===== src/rtl/multdiv_sequencer_if.sv =====
// multdiv_sequencer_if -- start/operand/result bundle for the sequential
// signed multiplier/divider.
//   ctrl_MULT, ctrl_DIV         : one-cycle start pulses (requester -> unit)
//   data_operandA/B             : operands, sampled on the start edge
//   data_result, data_exception : registered result and exception flag
//   data_resultRDY              : one-cycle completion pulse
//   busy                        : unit is iterating
// modport slave is the unit side, modport master the requester side.
interface multdiv_sequencer_if;
   logic        ctrl_MULT;
   logic        ctrl_DIV;
   logic [31:0] data_operandA;
   logic [31:0] data_operandB;
   logic [31:0] data_result;
   logic        data_exception;
   logic        data_resultRDY;
   logic        busy;

   modport slave (
      input  ctrl_MULT, ctrl_DIV, data_operandA, data_operandB,
      output data_result, data_exception, data_resultRDY, busy
   );

   modport master (
      output ctrl_MULT, ctrl_DIV, data_operandA, data_operandB,
      input  data_result, data_exception, data_resultRDY, busy
   );
endinterface


===== src/rtl/multdiv_sequencer.sv =====
// multdiv_sequencer -- 32-bit signed multiply (radix-2 Booth) and signed
// divide (restoring, on magnitudes) sharing one 64-bit working register.
// One iteration per clock, 32 iterations, then a finishing edge that writes
// the result and enters the one-cycle DONE state.
//   clk : clock, all state on rising edge
//   clr : synchronous active-high clear
//   bus : multdiv_sequencer_if.slave (start pulses, operands, result, flags)
module multdiv_sequencer (
   input  logic                  clk,
   input  logic                  clr,
   multdiv_sequencer_if.slave    bus
);

   typedef enum logic [1:0] {IDLE, MULT, DIV, DONE} state_t;

   state_t      state, state_nxt;
   logic [5:0]  cnt;
   logic [63:0] work;
   logic        qm1;          // Booth's implicit bit to the right of the multiplier
   logic [31:0] opa, opb;
   logic [31:0] result_q;
   logic        exc_q;

   logic        start;
   logic        last;

   function automatic logic [31:0] mag(input logic [31:0] v);
      return v[31] ? (~v + 32'd1) : v;
   endfunction

   assign start = bus.ctrl_MULT | bus.ctrl_DIV;
   // cnt counts completed iterations; at 32 the next edge finishes.
   assign last  = (cnt == 6'd32);

   // ---------------- next state ----------------
   always_comb begin
      state_nxt = state;
      if (start) begin
         state_nxt = bus.ctrl_MULT ? MULT : DIV;
      end else begin
         unique case (state)
            IDLE:      state_nxt = IDLE;
            MULT, DIV: if (last) state_nxt = DONE;
            DONE:      state_nxt = IDLE;
            default:   state_nxt = IDLE;
         endcase
      end
   end

   // ---------------- Booth step ----------------
   // Accumulator is widened to 33 bits so a multiplicand of -2^31 cannot
   // overflow the partial sum before the arithmetic shift.
   logic [32:0] booth_sum;
   logic [63:0] booth_work;

   always_comb begin
      booth_sum = {work[63], work[63:32]};
      unique case ({work[0], qm1})
         2'b01:   booth_sum = {work[63], work[63:32]} + {opa[31], opa};
         2'b10:   booth_sum = {work[63], work[63:32]} - {opa[31], opa};
         default: booth_sum = {work[63], work[63:32]};
      endcase
      booth_work = {booth_sum, work[31:1]};
   end

   // ---------------- restoring divide step ----------------
   // work = {remainder, dividend/quotient}; shift left one, trial-subtract.
   logic [31:0] dvs_mag;
   logic [33:0] div_diff;
   logic [63:0] div_work;

   always_comb begin
      dvs_mag  = mag(opb);
      div_diff = {1'b0, work[63:31]} - {2'b00, dvs_mag};
      if (div_diff[33]) div_work = {work[62:0], 1'b0};
      else              div_work = {div_diff[31:0], work[30:0], 1'b1};
   end

   // ---------------- finishing values ----------------
   logic        mult_exc;
   logic [31:0] div_res;
   logic        div_exc;

   always_comb begin
      // Product fits in 32 bits only when bits 63..31 are a pure sign extension.
      mult_exc = ~((&work[63:31]) | ~(|work[63:31]));
      div_exc  = (opb == 32'd0);
      if (div_exc)                div_res = 32'd0;
      else if (opa[31] ^ opb[31]) div_res = ~work[31:0] + 32'd1;
      else                        div_res = work[31:0];
   end

   // ---------------- registers ----------------
   always_ff @(posedge clk) begin
      if (clr) begin
         state    <= IDLE;
         cnt      <= 6'd0;
         work     <= 64'd0;
         qm1      <= 1'b0;
         opa      <= 32'd0;
         opb      <= 32'd0;
         result_q <= 32'd0;
         exc_q    <= 1'b0;
      end else begin
         state <= state_nxt;
         if (start) begin
            opa <= bus.data_operandA;
            opb <= bus.data_operandB;
            cnt <= 6'd0;
            qm1 <= 1'b0;
            if (bus.ctrl_MULT) work <= {32'd0, bus.data_operandB};
            else               work <= {32'd0, mag(bus.data_operandA)};
         end else begin
            unique case (state)
               MULT: begin
                  if (last) begin
                     result_q <= work[31:0];
                     exc_q    <= mult_exc;
                  end else begin
                     work <= booth_work;
                     qm1  <= work[0];
                     cnt  <= cnt + 6'd1;
                  end
               end
               DIV: begin
                  if (last) begin
                     result_q <= div_res;
                     exc_q    <= div_exc;
                  end else begin
                     work <= div_work;
                     cnt  <= cnt + 6'd1;
                  end
               end
               default: ;
            endcase
         end
      end
   end

   assign bus.data_result    = result_q;
   assign bus.data_exception = exc_q;
   assign bus.data_resultRDY = (state == DONE);
   assign bus.busy           = (state == MULT) || (state == DIV);

endmodule


===== src/flat_wrapper.sv =====
// flat-port wrapper written by rule: the top's interface ports become plain ports
module multdiv_sequencer_flat 
  (clk, clr, bus_ctrl_MULT, bus_ctrl_DIV, bus_data_operandA, bus_data_operandB, bus_data_result, bus_data_exception, bus_data_resultRDY, bus_busy);
  multdiv_sequencer_if bus_i ();
  input  logic clk;
  input  logic clr;
  input wire logic [$bits(bus_i.ctrl_MULT)-1:0] bus_ctrl_MULT;
  input wire logic [$bits(bus_i.ctrl_DIV)-1:0] bus_ctrl_DIV;
  input wire logic [$bits(bus_i.data_operandA)-1:0] bus_data_operandA;
  input wire logic [$bits(bus_i.data_operandB)-1:0] bus_data_operandB;
  output wire logic [$bits(bus_i.data_result)-1:0] bus_data_result;
  output wire logic [$bits(bus_i.data_exception)-1:0] bus_data_exception;
  output wire logic [$bits(bus_i.data_resultRDY)-1:0] bus_data_resultRDY;
  output wire logic [$bits(bus_i.busy)-1:0] bus_busy;
  assign bus_i.ctrl_MULT = bus_ctrl_MULT;
  assign bus_i.ctrl_DIV = bus_ctrl_DIV;
  assign bus_i.data_operandA = bus_data_operandA;
  assign bus_i.data_operandB = bus_data_operandB;
  assign bus_data_result = bus_i.data_result;
  assign bus_data_exception = bus_i.data_exception;
  assign bus_data_resultRDY = bus_i.data_resultRDY;
  assign bus_busy = bus_i.busy;
  multdiv_sequencer u_core (.clk(clk), .clr(clr), .bus(bus_i));
endmodule

===== config.mk =====
export PLATFORM = sky130hd
export DESIGN_NAME = multdiv_sequencer_flat
export DESIGN_NICKNAME = d
export VERILOG_FILES = /design/src/rtl/multdiv_sequencer_if.sv /design/src/rtl/multdiv_sequencer.sv /design/src/flat_wrapper.sv
export SDC_FILE = /design/constraint.sdc
export NUM_CORES = 1
export LEC_CHECK = 0
export BUFFER_PORTS_ARGS = -buffer_cell sky130_fd_sc_hd__buf_2
export CORE_MARGIN = 4
export CORE_UTILIZATION = 42
export CTS_CLUSTER_DIAMETER = 150
export CTS_CLUSTER_SIZE = 8
export DETAILED_ROUTE_END_ITERATION = 12
export PLACE_DENSITY = 0.63
export SLEW_MARGIN = 20
export SYNTH_ARGS = -nofsm -noshare
export SYNTH_HDL_FRONTEND = slang
export SYNTH_SLANG_ARGS = --single-unit

===== constraint.sdc =====
create_clock -name clk -period 11.7 [get_ports clk]
set_input_delay 0 -clock clk [delete_from_list [all_inputs] [get_ports clk]]
set_output_delay 0 -clock clk [all_outputs]
set_load 0.02 [all_outputs]

==> results summary, run 1 <==
The worst setup path is launched from a flop. Across the run, the number of max-cap violations was 0. The maximum root-to-sink buffer count is 2. The setup-violating endpoint count in the final report came out at 0. Entering global routing, the biggest net connects 80 pins. For this run the aggregate overflow at the end of global routing stands at 0. The share of the synthesized area in the top cell type is 0.240. The total track usage is 0.271. The highest clock rate came out at ~0.19 GHz. After clock tree synthesis, the clock-pin slew on the worst setup and hold paths is around 80 ps. In this run, post-CTS hold repair placed 63 buffers. Measured along the x axis, the die boundary spans 192 um. The number of nets produced by synthesis came out at approximately 2100. STA puts the critical path data arrival time at approximately 5600 ps. In the routed layout, each cell is associated on average with a via count of slightly above 6. The worst-case clock skew is 18.4 ps. The portion of the clock cycle consumed by the worst path in the final layout is 0.451. The logic depth of the worst register-to-register path is 16. The signal on the critical path passes through or4_1 -> or2_1 -> nor2_1 -> nand4_1 -> or4_1 -> o31ai_1 -> xor2_1 -> ha_1 -> and3_1 -> nand2_1 -> a21oi_1 -> a221o_1 -> o21ai_4 -> nand2_4 -> mux2_4 -> a221o_1. The number of unique standard cell types used by synthesis is 88.

The category of the most critical setup path is reg -> reg. Compared with the post-synthesis result, the final layout area differs by 13.8%. The quantity of gates resized following cts is 0. The highest layer touched by signal routing is met4. The internal reg-to-reg setup slack came out at roughly 6400 ps.

The remaining antenna violation count is 0. In this run the critical register-to-register path is captured at u_core.work[46]. During I/O placement, the number of pins put on the boundary was approximately 100. The number of pins exceeding their max-slew limit in the final report is 0. The sequential fraction of the synthesis area is 0.240.

The primary flip-flop cell chosen by synthesis mapping is sky130_fd_sc_hd__dfxtp_1. The measured slew at the worst slew-check pin came out at 1120 ps. The number of antenna violations at the first check in global routing is 0.

The global-route wire length before repair is 79300 um. The number of antenna diodes came out at 0. The setup TNS came out at 0 ps.

The standby leakage power is between 6 and 7 nW. The count of TritonRoute iterations in the first routing pass came out at 5. The tightest hold margin came out at 68.0 ps.

Ranked by total cell area, the synthesized netlist is headed by sky130_fd_sc_hd__dfxtp_1 24%, sky130_fd_sc_hd__nand2_1 7.0%, sky130_fd_sc_hd__ha_1 6.6%. The startpoint identified for the worst hold timing path is bus_data_operandA[31]. Counting the buffers created by CTS gives 17. The standard cell with the maximum stage delay on the critical path is sky130_fd_sc_hd__o21ai_4. Summing every instance area after synthesis gives 14200 sq um. The via count of the first global-routing pass came out at about 14000.

The die area came out at approximately 37000 sq um. The endpoint required time on the critical path came out at about 12000 ps. During synthesis, Yosys emitted a total of 0 warnings. The half-perimeter wire length after placement came out at between 30000 and 40000 um. Dividing total power by cell area gives a power density of about 110 nW/um^2.

The fraction of final layout cells sized beyond drive strength 1 is 0.0980. The cell row count is 67. The tree built by TritonCTS fans out to 170 sinks. The worst hold path passes through 3 cells. Averaged over all synthesized cells, the footprint is roughly 7.3 sq um.

The final-stage net count came out at around 2200. The total wirelength of the detailed-routed design came out at 51500 um. The floorplan step defined a core boundary enclosing approximately 33000 sq um. The detailed-routing wirelength on met1 is between 20000 and 25000 um. The count of buffers from port buffering came out at 102.

The post-detailed-route wirelength per cell is 20.8 um. Along the worst path, the maximum fanout reaches 26. The largest total area in the synthesized netlist belongs to sky130_fd_sc_hd__dfxtp_1.

The TritonCTS clock tree is yes. The latest clock arrival within the worst-skew pair came out at around 440 ps. The worst max-slew margin expressed relative to the limit is 0.255.

The worst supply voltage drop on vdd is 89.3 uV. STA classifies the critical path endpoint as a flop. The post-CTS setup buffer count came out at 0.

The number of cells produced by synthesis is between 1500 and 2000. Setup repair after global routing left no endpoint under its margin. The filler cells instantiated in the layout total approximately 3300.

The synthesized design contains 170 register bits. The initial standard-cell utilization of the core came out at 0.424. The die span in y came out at 192 um.

The via count is between 15000 and 20000. The detailed-route DRC error count is 0. The final critical-path required period came out at between 5000 and 6000 ps.

The largest single stage delay on the critical path is between 600 and 700 ps. The final RePlAce weighted congestion is 0.948. The startpoint of the worst register-to-register path is u_core.opb[6].

The number of enable flip-flop cells after synthesis is 0. The tree is rooted in a sky130_fd_sc_hd__clkbuf_16. For hold timing, the worst endpoint is u_core.opa[31]. The path class of the tightest hold or removal check is in -> reg. After detailed routing, the met2 layer carries between 20000 and 25000 um of wire. The DRC marker count from the first detailed-route iteration came out at between 1500 and 2000. The run finished with clean final reports. The number of failing hold endpoints at the final stage was 0.

The async set-reset flop share out of synthesis came out at 0. The maximum level of the CTS H-tree came out at 4. The sum of met3 wire segment lengths after detailed routing came out at roughly 4300 um.
## placed cells by master (no fill, tap or decap), types with 8 or more instances in the layout
cell and n:
sky130_fd_sc_hd__a211oi_1 104, sky130_fd_sc_hd__a21o_1 30, sky130_fd_sc_hd__a21oi_1 186, sky130_fd_sc_hd__a22oi_1 15, sky130_fd_sc_hd__a311oi_1 9, sky130_fd_sc_hd__a31o_2 8, sky130_fd_sc_hd__a31oi_1 18, sky130_fd_sc_hd__and2_1 15
sky130_fd_sc_hd__and3_1 14, sky130_fd_sc_hd__buf_2 101, sky130_fd_sc_hd__buf_4 18, sky130_fd_sc_hd__clkbuf_16 17, sky130_fd_sc_hd__dfxtp_1 170, sky130_fd_sc_hd__dlygate4sd3_1 63, sky130_fd_sc_hd__ha_1 74, sky130_fd_sc_hd__inv_1 35
sky130_fd_sc_hd__mux2i_1 9, sky130_fd_sc_hd__nand2_1 265, sky130_fd_sc_hd__nand2b_1 17, sky130_fd_sc_hd__nand3_1 50, sky130_fd_sc_hd__nand4_1 20, sky130_fd_sc_hd__nor2_1 159, sky130_fd_sc_hd__nor2b_1 36, sky130_fd_sc_hd__nor3_1 71
sky130_fd_sc_hd__nor4_1 24, sky130_fd_sc_hd__o211ai_1 12, sky130_fd_sc_hd__o21a_1 16, sky130_fd_sc_hd__o21ai_0 96, sky130_fd_sc_hd__o21bai_1 8, sky130_fd_sc_hd__o31ai_1 27, sky130_fd_sc_hd__o41ai_1 15, sky130_fd_sc_hd__or3_1 18
sky130_fd_sc_hd__or4_1 15, sky130_fd_sc_hd__xnor2_1 75, sky130_fd_sc_hd__xor2_1 92
## cells by family after synthesis
| logic type | Yosys count | share of synthesized area |
|---|---|---|
| buffers and inverters | 162 | 0.0451 |
| AOI/OAI and AO/OA | 612 | 0.285 |
| and+or+nand+nor | 742 | 0.248 |
| DFF | 170 | 0.240 |
| xor gates and xnor gates | 167 | 0.103 |
| muxes | 12 | 0.00900 |
| adders and majority gates | 77 | 0.0690 |
## routing by layer
metal	vias to the layer above	track usage
li1	7246	-
met5	-	0
met2	677	0.422
met4	0	0.0771
met3	112	0.0431
met1	7193	0.388
## state kept, by name (all words and copies together), names as in the netlist
name	cells
u_core.bus.data_exception	1
u_core.bus.data_result	32
u_core.cnt	6
u_core.opa	32
u_core.opb	32
u_core.qm1	1
u_core.state	2
u_core.work	64
## cells in the mapped netlist, types with 16 or more instances
cell and instances:
sky130_fd_sc_hd__a31oi_1 18, sky130_fd_sc_hd__nor4_1 24, sky130_fd_sc_hd__nand3_1 50, sky130_fd_sc_hd__ha_1 75, sky130_fd_sc_hd__o21a_1 16, sky130_fd_sc_hd__a21oi_1 186
sky130_fd_sc_hd__dfxtp_1 170, sky130_fd_sc_hd__clkbuf_1 100, sky130_fd_sc_hd__xor2_1 92, sky130_fd_sc_hd__a21o_1 30, sky130_fd_sc_hd__a211oi_1 104, sky130_fd_sc_hd__nor3_1 71
sky130_fd_sc_hd__nor2b_1 36, sky130_fd_sc_hd__o21ai_0 96, sky130_fd_sc_hd__nor2_1 162, sky130_fd_sc_hd__nand2_1 265, sky130_fd_sc_hd__or3_1 18, sky130_fd_sc_hd__o31ai_1 27
sky130_fd_sc_hd__inv_1 35, sky130_fd_sc_hd__xnor2_1 75, sky130_fd_sc_hd__nand2b_1 17, sky130_fd_sc_hd__nand4_1 20
## report_power, final
part | total, W | switching [W] | leakage (nW) | internal, W
clock | 0.000597 | 0.000270 | 0.289 | 0.000327
combinational | 0.000509 | 0.000313 | 4.81 | 0.000196
sequential | 0.000650 | 0.0000457 | 1.39 | 0.000605
## worst max-delay path: cells and delay by family (launching register included)
family,cells,cell delay [ps]
and+or+nand+nor,8,2200
adders and majority gates,1,330
xor gates and xnor gates,1,230
muxes,1,340
AOI/OAI and AO/OA,5,1720
DFF,1,360
## through the flow
stage                util  cell area, sq um  power [W]  std cells  setup slack (ps)
floorplan               -             14200   0.000996       1942              7330
global placement    0.445             14900    0.00113       2383              6580
detailed placement  0.445             14900    0.00114       2383              6480
CTS                 0.482             16100    0.00175       2478              6470
global route        0.482             16100    0.00183       2478              6160
finish              0.482             16100    0.00176       2478              6420
## cell type report
class	instances	area (sq um)	area share
multi-input combinational	1610	10200	0.630
timing repair buffer	182	1270	0.0788
inverter	36	135	0.00838
clock inverter	13	155	0.00962
tap	448	561	0.0348
clock buffer	19	443	0.0275
sequential	170	3400	0.211
## how the worst max path moves through the flow
stage / start / end / slack, ps / cells after the start
floorplan: u_core.opb[6] / u_core.work[46] / 7330 / 16
global placement: u_core.opb[6] / u_core.work[46] / 6580 / 16
detailed placement: u_core.opb[6] / u_core.work[46] / 6480 / 16
CTS: u_core.opb[6] / u_core.work[46] / 6470 / 16
global route: u_core.opb[6] / u_core.work[46] / 6160 / 16
finish: u_core.opb[6] / u_core.work[46] / 6420 / 16
(Power assumes the default switching activity.)
==> run 2: changes to the inputs <==
Settings changed: PLACE_DENSITY 0.63 to 0.65.
Clock period 11.7 ns to 4.3 ns, I/O delays scaled along.
==> results summary, run 2 (synthesis gave the netlist of run 1 again) <==
The worst setup path is captured at a flop. The final RePlAce weighted congestion came out at 0.942 (-0.66%). The DRC marker count from the first detailed-route iteration was 1441 (-23%). The via count of the first global-routing pass was 14171 (+3.0%). The number of buffers added by the clock tree synthesis step is 17 (unchanged). The tightest hold margin came to 78.8 ps (+10.7 ps). The maximum level of the CTS H-tree came out at 4 (unchanged). The startpoint of the worst register-to-register path is u_core.opb[6]. The total track usage came out at 0.272 (+0.00105). The number of pins exceeding their max-slew limit in the final report is 0 (unchanged). Leaving out fill and tap cells, the most frequent cells in the layout are 262 x sky130_fd_sc_hd__nand2_1, 179 x sky130_fd_sc_hd__a21oi_1, 169 x sky130_fd_sc_hd__dfxtp_1. The overall power after layout came to 0.00496 W (+180%). The maximum fanout count along the critical path is 12 (-54%). The worst-case clock skew came out at 21.6 ps (+3.18 ps). The startpoint identified for the worst hold timing path is bus_data_operandA[31].

Compared with the post-synthesis result, the final layout area differs by 23.1%. The die span in y is 192 um (unchanged). The count of buffers from port buffering is 102 (unchanged). Ranked by flip-flop count, first place goes to u_core.work. The setup-violating endpoint count in the final report came to 8 (+8). The latest clock arrival within the worst-skew pair was 450 ps (about the same). Setup repair after global routing could not meet its margin everywhere. The worst setup path is of the reg -> reg kind. The via count came out at 15588 (+2.4%). The library cell used most frequently in the layout, excluding fill and tap cells, is sky130_fd_sc_hd__nand2_1. The max capacitance violation total came out at 0 (unchanged). The dominant cell type by count on the critical path is sky130_fd_sc_hd__or4_4.

The portion of total power attributed to the clock network was 0.326 (-0.014). The detailed-route DRC error count is 0 (unchanged). TritonCTS built the clock tree. The die width came to 192 um (unchanged). The final critical-path required period came out at 4360 ps (-921 ps). The share of power burned in combinational logic came out at 0.318 (+0.028). The cell sitting at the root of the clock tree is a sky130_fd_sc_hd__clkbuf_16.

The data arrival time of the critical path is 4680 ps (-940 ps). The share of the core filled with cells in the final layout is 0.522 (+0.0397). The final worst-path setup slack is -59.3 ps (-6480 ps). The final-stage net count came out at 2292 (+6.0%). The total number of clock tree sinks is 170 (unchanged). The slowest stage of the critical path belongs to the cell sky130_fd_sc_hd__or4_4. The worst supply voltage drop on vdd is 256 uV (+190%).

The pin count of the biggest net entering global routing came out at 97 (+21%). The internal power came to 0.00317 W (+180%). The number of antenna violations at the first check in global routing came out at 3 (+3).

The worst max-slew margin expressed relative to the limit came to 0.297 (+0.0422). The sequential group share of total power came out at 0.356 (-0.015). The number of failing hold endpoints at the final stage came out at 0 (unchanged). The post-detailed-route wirelength per cell came out at 20.1 um (-3.5%). The initial standard-cell utilization of the core came out at 0.424 (unchanged). The final cell count without fillers is 2610 (+5.3%).

In this run the worst hold path is classified as in -> reg. The endpoint required time on the critical path came out at 4620 ps (-7420 ps). The portion of the clock cycle consumed by the worst path in the final layout came out at 1.01 (+0.562). The flow ran to the end, but the final reports show violations. The die area came out at 36800 sq um (unchanged). The standby leakage power was 7.18 nW (+10%). The delay contributed by the slowest stage of the critical path is 530 ps (-110 ps).

The logic depth of the worst register-to-register path is 17 (+1). The total wirelength of the detailed-routed design is 52400 um (+1.6%). The power spent charging and discharging nets is 0.00179 W (+180%).

The switching power share of the total is 0.361 (+0.00286). The highest clock rate came to 0.229 GHz (+21%). The number of flip-flops in the largest register came out at 64 (unchanged). The placed cell count was 2505 (+5.1%). The worst register-to-register path ends at u_core.work[33]. The remaining antenna violation count is 0 (unchanged).

For hold timing, the worst endpoint is u_core.opa[31]. The via density per instance came out at 5.97 (-2.8%). The total overflow reported by the global router is 0 (unchanged).

The maximum root-to-sink buffer count is 2 (unchanged). The count of TritonRoute iterations in the first routing pass came out at 6 (+1). The standard cell core area came out at 33400 sq um (unchanged). The global-route wire length before repair came out at 79400 um (about the same). The checks that failed: setup timing. The setup TNS was -142 ps (-142 ps). The internal reg-to-reg setup slack came out at -60 ps (-6480 ps). The number of cells on the worst hold path is 3 (unchanged). Walking the worst path, the cells encountered are or4_4 -> or2_4 -> nor2_4 -> nand4_1 -> or4_4 -> o31ai_4 -> xor2_1 -> ha_1 -> and3_4 -> nand2_4 -> a21oi_2 -> a221o_2 -> o21ai_4 -> buf_6 -> nand3_1 -> a311oi_2 -> a211oi_2. The number of filler instances in the final layout is 3173 (-4.0%). The measured slew at the worst slew-check pin is 1050 ps (-60.5 ps). The cell row count is 67 (unchanged). The power density over the cells came out at 284 nW/um^2 (+160%). The startpoint kind of the worst setup timing path is a flop. The fraction of final layout cells sized beyond drive strength 1 came out at 0.175 (+0.0765). The half-perimeter wire length after placement is 39300 um (+2.1%).

The boundary pin count is 103 (unchanged). The clock transition at the registers of the reported paths is 70 ps (about the same).
## run 2: cell types whose count changed in the layout (fill, tap and decap cells not counted), moves of 5 or more
cell                      before  now
sky130_fd_sc_hd__a21oi_1     186  179
sky130_fd_sc_hd__a21oi_2       4   10
sky130_fd_sc_hd__buf_4        18  140
sky130_fd_sc_hd__ha_1         74   69
sky130_fd_sc_hd__nor3_1       71   66
sky130_fd_sc_hd__nor3_2        1    6
sky130_fd_sc_hd__o21ai_0      96   86
sky130_fd_sc_hd__o21ai_1       2   10
sky130_fd_sc_hd__o31ai_1      27   21
## run 2: final cells by class
| class | count | area (sq um) | area share |
|---|---|---|---|
| antenna | 2 | 5.00 | 0.000287 |
| clock buffer | 19 | 453 | 0.0259 |
| clock inverter | 13 | 151 | 0.00867 |
| inverter | 36 | 135 | 0.00774 |
| multi-input combinational | 1611 | 10500 | 0.600 |
| sequential | 170 | 3400 | 0.195 |
| tap | 448 | 561 | 0.0321 |
| timing repair buffer | 311 | 2270 | 0.130 |
## run 2: worst max-delay path: cells and delay by family, from the launching register on
family | cells | cell delay, ps
AOI/OAI and AO/OA | 6 | 1310
xor gates and xnor gates | 1 | 230
adders and majority gates | 1 | 290
buffers and inverters | 1 | 190
DFF | 1 | 320
and+or+nand+nor | 8 | 1900
## run 2: what timing repair did
item / CTS / global route
hold endpoints to repair: 112 / 0
pin swaps: 13 / 30
buffers inserted: 1 / 4
resized for setup: 20 / 55
endpoints found under the setup margin: 26 / 33
cloned: 0 / 1
hold buffers: 65 / 0
## run 2: worst max path at each step
| stage | slack [ps] | to | startpoint | cells after the start |
|---|---|---|---|---|
| detailed placement | -70 | u_core.work[46] | u_core.opb[6] | 15 |
| global placement | -40 | u_core.work[38] | u_core.opb[6] | 17 |
| floorplan | 20 | u_core.work[46] | u_core.opb[6] | 16 |
| finish | -60 | u_core.work[33] | u_core.opb[6] | 17 |
| CTS | -60 | u_core.work[46] | u_core.opb[6] | 15 |
| global route | -280 | u_core.work[33] | u_core.opb[6] | 17 |
## run 2: metrics by stage
step,setup WS [ps],area (sq um)
after detailed placement,-72.0,15800
after global placement,-39.7,15800
after floorplan,17.6,14200
final,-59.3,17500
after CTS,-63.9,17200
after global routing,-284,17500
## run 2: per-layer routing
metal	part of all wire	wire, um	vias to the layer above	track usage
met4	0.028	1460	4	0.0854
met2	0.44	23000	673	0.413
met5	0.00052	27	-	0
li1	-	-	7494	-
met1	0.43	22600	7308	0.371
met3	0.10	5240	109	0.0822
## run 2: power by group through the flow
stage,Sequential (W),Combinational (W),Clock (W)
final,0.00176,0.00158,0.00161
after global routing,0.00177,0.00171,0.00169
after CTS,0.00176,0.00151,0.00163
after detailed placement,0.00179,0.00144,0
after global placement,0.00179,0.00142,0
after floorplan,0.00174,0.000969,0
==> run 3: changes to the inputs <==
Settings changed: SKIP_LAST_GASP set to 1.
==> results summary, run 3 (synthesis gave the netlist of run 1 again) <==
The area growth from synthesis to layout came out at 23.2% (about the same). The die span in y is 192 um (unchanged). The final-stage net count came out at 2292 (unchanged). The via count is 15562 (-0.17%). The run finished, with violations left. The number of antenna violations at the first check in global routing came to 3 (unchanged). TritonCTS built the clock tree. The logic depth of the worst register-to-register path came to 18 (+1).

The half-perimeter wire length after placement came to 39300 um (unchanged). The worst max-slew margin expressed relative to the limit came out at 0.301 (+0.00451). The critical path buffer and inverter count is 3 (+2). The clock transition at the registers of the reported paths came out at 70 ps (about the same). The maximum fanout count along the critical path was 12 (unchanged). The critical path in this run is classified as reg -> reg. The DRC marker count from the first detailed-route iteration is 1287 (-11%). The via count of the first global-routing pass is 14165 (-0.042%). In this run the critical register-to-register path is launched from u_core.opb[6]. The cell at the root of the clock tree is sky130_fd_sc_hd__clkbuf_16. The count of TritonRoute iterations in the first routing pass was 5 (-1). The layer flagged by global routing as most heavily used is met2. The power density over the cells is 284 nW/um^2 (about the same). The number of flip-flops in the largest register came out at 64 (unchanged). For this design, the slowest cell found on the critical path is sky130_fd_sc_hd__or4_4. The setup-violating endpoint count in the final report is 16 (+8). The total number of clock tree sinks is 170 (unchanged). The data arrival time of the critical path came out at 4720 ps (+40 ps).

The number of failing hold endpoints at the final stage came out at 0 (unchanged). The met3 global-route usage came out at 0.0820 (-0.000182). The detailed-route DRC error count is 0 (unchanged). The endpoint required time on the critical path is 4620 ps (about the same).

The global-route wire length before repair is 79300 um (about the same). The total overflow reported by the global router came out at 0 (unchanged). The tightest hold margin was 74.5 ps (-4.31 ps). The most critical setup path has its startpoint at u_core.opb[6]. In the layout the commonest cells are 262 x sky130_fd_sc_hd__nand2_1, 181 x sky130_fd_sc_hd__a21oi_1, 169 x sky130_fd_sc_hd__dfxtp_1.

The cell row count is 67 (unchanged). On the critical path the largest part of the delay comes from simple AND/OR/NAND/NOR gates. The final instance area is 17500 sq um (about the same). The maximum level of the CTS H-tree was 4 (unchanged). The standard cell core area is 33400 sq um (unchanged). The die area is 36800 sq um (unchanged). The highest clock rate came out at 0.227 GHz (-1.0%).

The number of pins exceeding their max-slew limit in the final report is 0 (unchanged). The total track usage is 0.272 (about the same). The remaining antenna violation count is 0 (unchanged).

The number of cells on the worst hold path came out at 3 (unchanged). The worst supply voltage drop on vdd is 251 uV (-2.1%). The total wirelength of the detailed-routed design came out at 52600 um (+0.41%). The met1 capacity usage during global routing is 0.371 (about the same). The pin count of the biggest net entering global routing came out at 97 (unchanged). The min-delay analysis places its worst path in the category in -> reg. The critical path goes through or4_4 -> or2_4 -> nor2_4 -> nand4_1 -> or4_4 -> buf_4 -> nand2_1 -> xor2_1 -> buf_4 -> ha_2 -> nand2_1 -> a21oi_2 -> a221o_2 -> o21ai_4 -> buf_6 -> nand3_1 -> a311oi_2 -> a211oi_2. The final RePlAce weighted congestion is 0.942 (unchanged). Leaving out fill and tap cells, the most frequent cell in the layout is sky130_fd_sc_hd__nand2_1. The boundary pin count was 103 (unchanged).

The portion of the clock cycle consumed by the worst path in the final layout came to 1.02 (+0.0102). The startpoint kind of the worst setup timing path is a flop. The depth of the critical timing path with buffers and inverters included is 18 (+1).

Setup repair after global routing could not meet its margin everywhere. The delay contributed by the slowest stage of the critical path is 530 ps (about the same). The number of buffers added by the clock tree synthesis step is 17 (unchanged).

The final reports fail on setup timing. The final critical-path required period came out at 4400 ps (+44.0 ps). The met2 track demand over resource is 0.412 (-0.00150).

The final worst-path setup slack came out at -103 ps (-44.0 ps). The number of filler instances in the final layout came out at 3171 (-0.063%). The worst-case setup slack after placement was -72.0 ps (unchanged).

The initial standard-cell utilization of the core is 0.424 (unchanged). The count of buffers from port buffering came to 102 (unchanged). The share of the core filled with cells in the final layout was 0.522 (about the same). The measured slew at the worst slew-check pin came out at 1050 ps (-6.77 ps).

The die width is 192 um (unchanged). The maximum root-to-sink buffer count is 2 (unchanged). More flip-flops sit in one register than any other, and that register is u_core.work. The number of antenna diodes came out at 0 (-2).

The worst hold path begins at bus_data_operandA[31]. The post-detailed-route wirelength per cell is 20.2 um (+0.49%). STA classifies the critical path endpoint as a flop. The fraction of final layout cells sized beyond drive strength 1 is 0.175 (unchanged). The via density per instance came out at 5.97 (about the same).

The max capacitance violation total is 0 (unchanged). The cell area reported after detailed placement is 15800 sq um (unchanged). The latest clock arrival within the worst-skew pair came out at 450 ps (about the same). The worst-case clock skew is 21.8 ps (+0.203 ps). The standby leakage power is 7.21 nW (+0.44%).
## run 3: final timing paths
kind                                                  end  slack, ps
worst max-delay path                      u_core.work[33]       -100
worst min-delay path                       u_core.opa[31]         70
worst max register to register            u_core.work[33]       -100
worst min register to register  u_core.bus.data_result[9]        450
## run 3: metrics by stage
stage	setup TNS, ps	power (W)	std cells
floorplan	0	0.00271	1942
global placement	-123	0.00322	2505
detailed placement	-717	0.00323	2505
CTS	-598	0.00489	2603
global route	-5810	0.00517	2608
finish	-724	0.00496	2608
## run 3: layout make-up
class,count,area (sq um),area share
clock buffer,19,453,0.0259
clock inverter,13,151,0.00867
inverter,36,135,0.00774
multi-input combinational,1611,10500,0.601
sequential,170,3400,0.195
tap,448,561,0.0321
timing repair buffer,311,2270,0.130
## run 3: timing repair
item | CTS | global route
endpoints found under the setup margin | 26 | 33
endpoints found under the hold margin | 112 | 0
setup buffers | 1 | 4
hold buffers | 65 | 0
gates resized for setup | 14 | 63
cloned | 0 | 1
pin swaps | 12 | 36
## run 3: where the power goes
part / switching [W] / internal, W
combinational: 0.000914 / 0.000662
sequential: 0.000120 / 0.00165
clock: 0.000758 / 0.000859
## run 3: metal layers
layer / vias up / share of wire
met1: 7308 / 0.44
met3: 106 / 0.096
met2: 653 / 0.44
li1: 7491 / -
met4: 4 / 0.030
met5: - / 0.00048
## run 3: worst register-to-register path: cells and delay by family, from the launching register on
kind / cells / cell delay, ps
flops: 1 / 320
fa+ha+maj: 1 / 270
buf+inv: 3 / 500
compound gates: 5 / 1180
simple gates: 8 / 1830
xor+xnor: 1 / 170
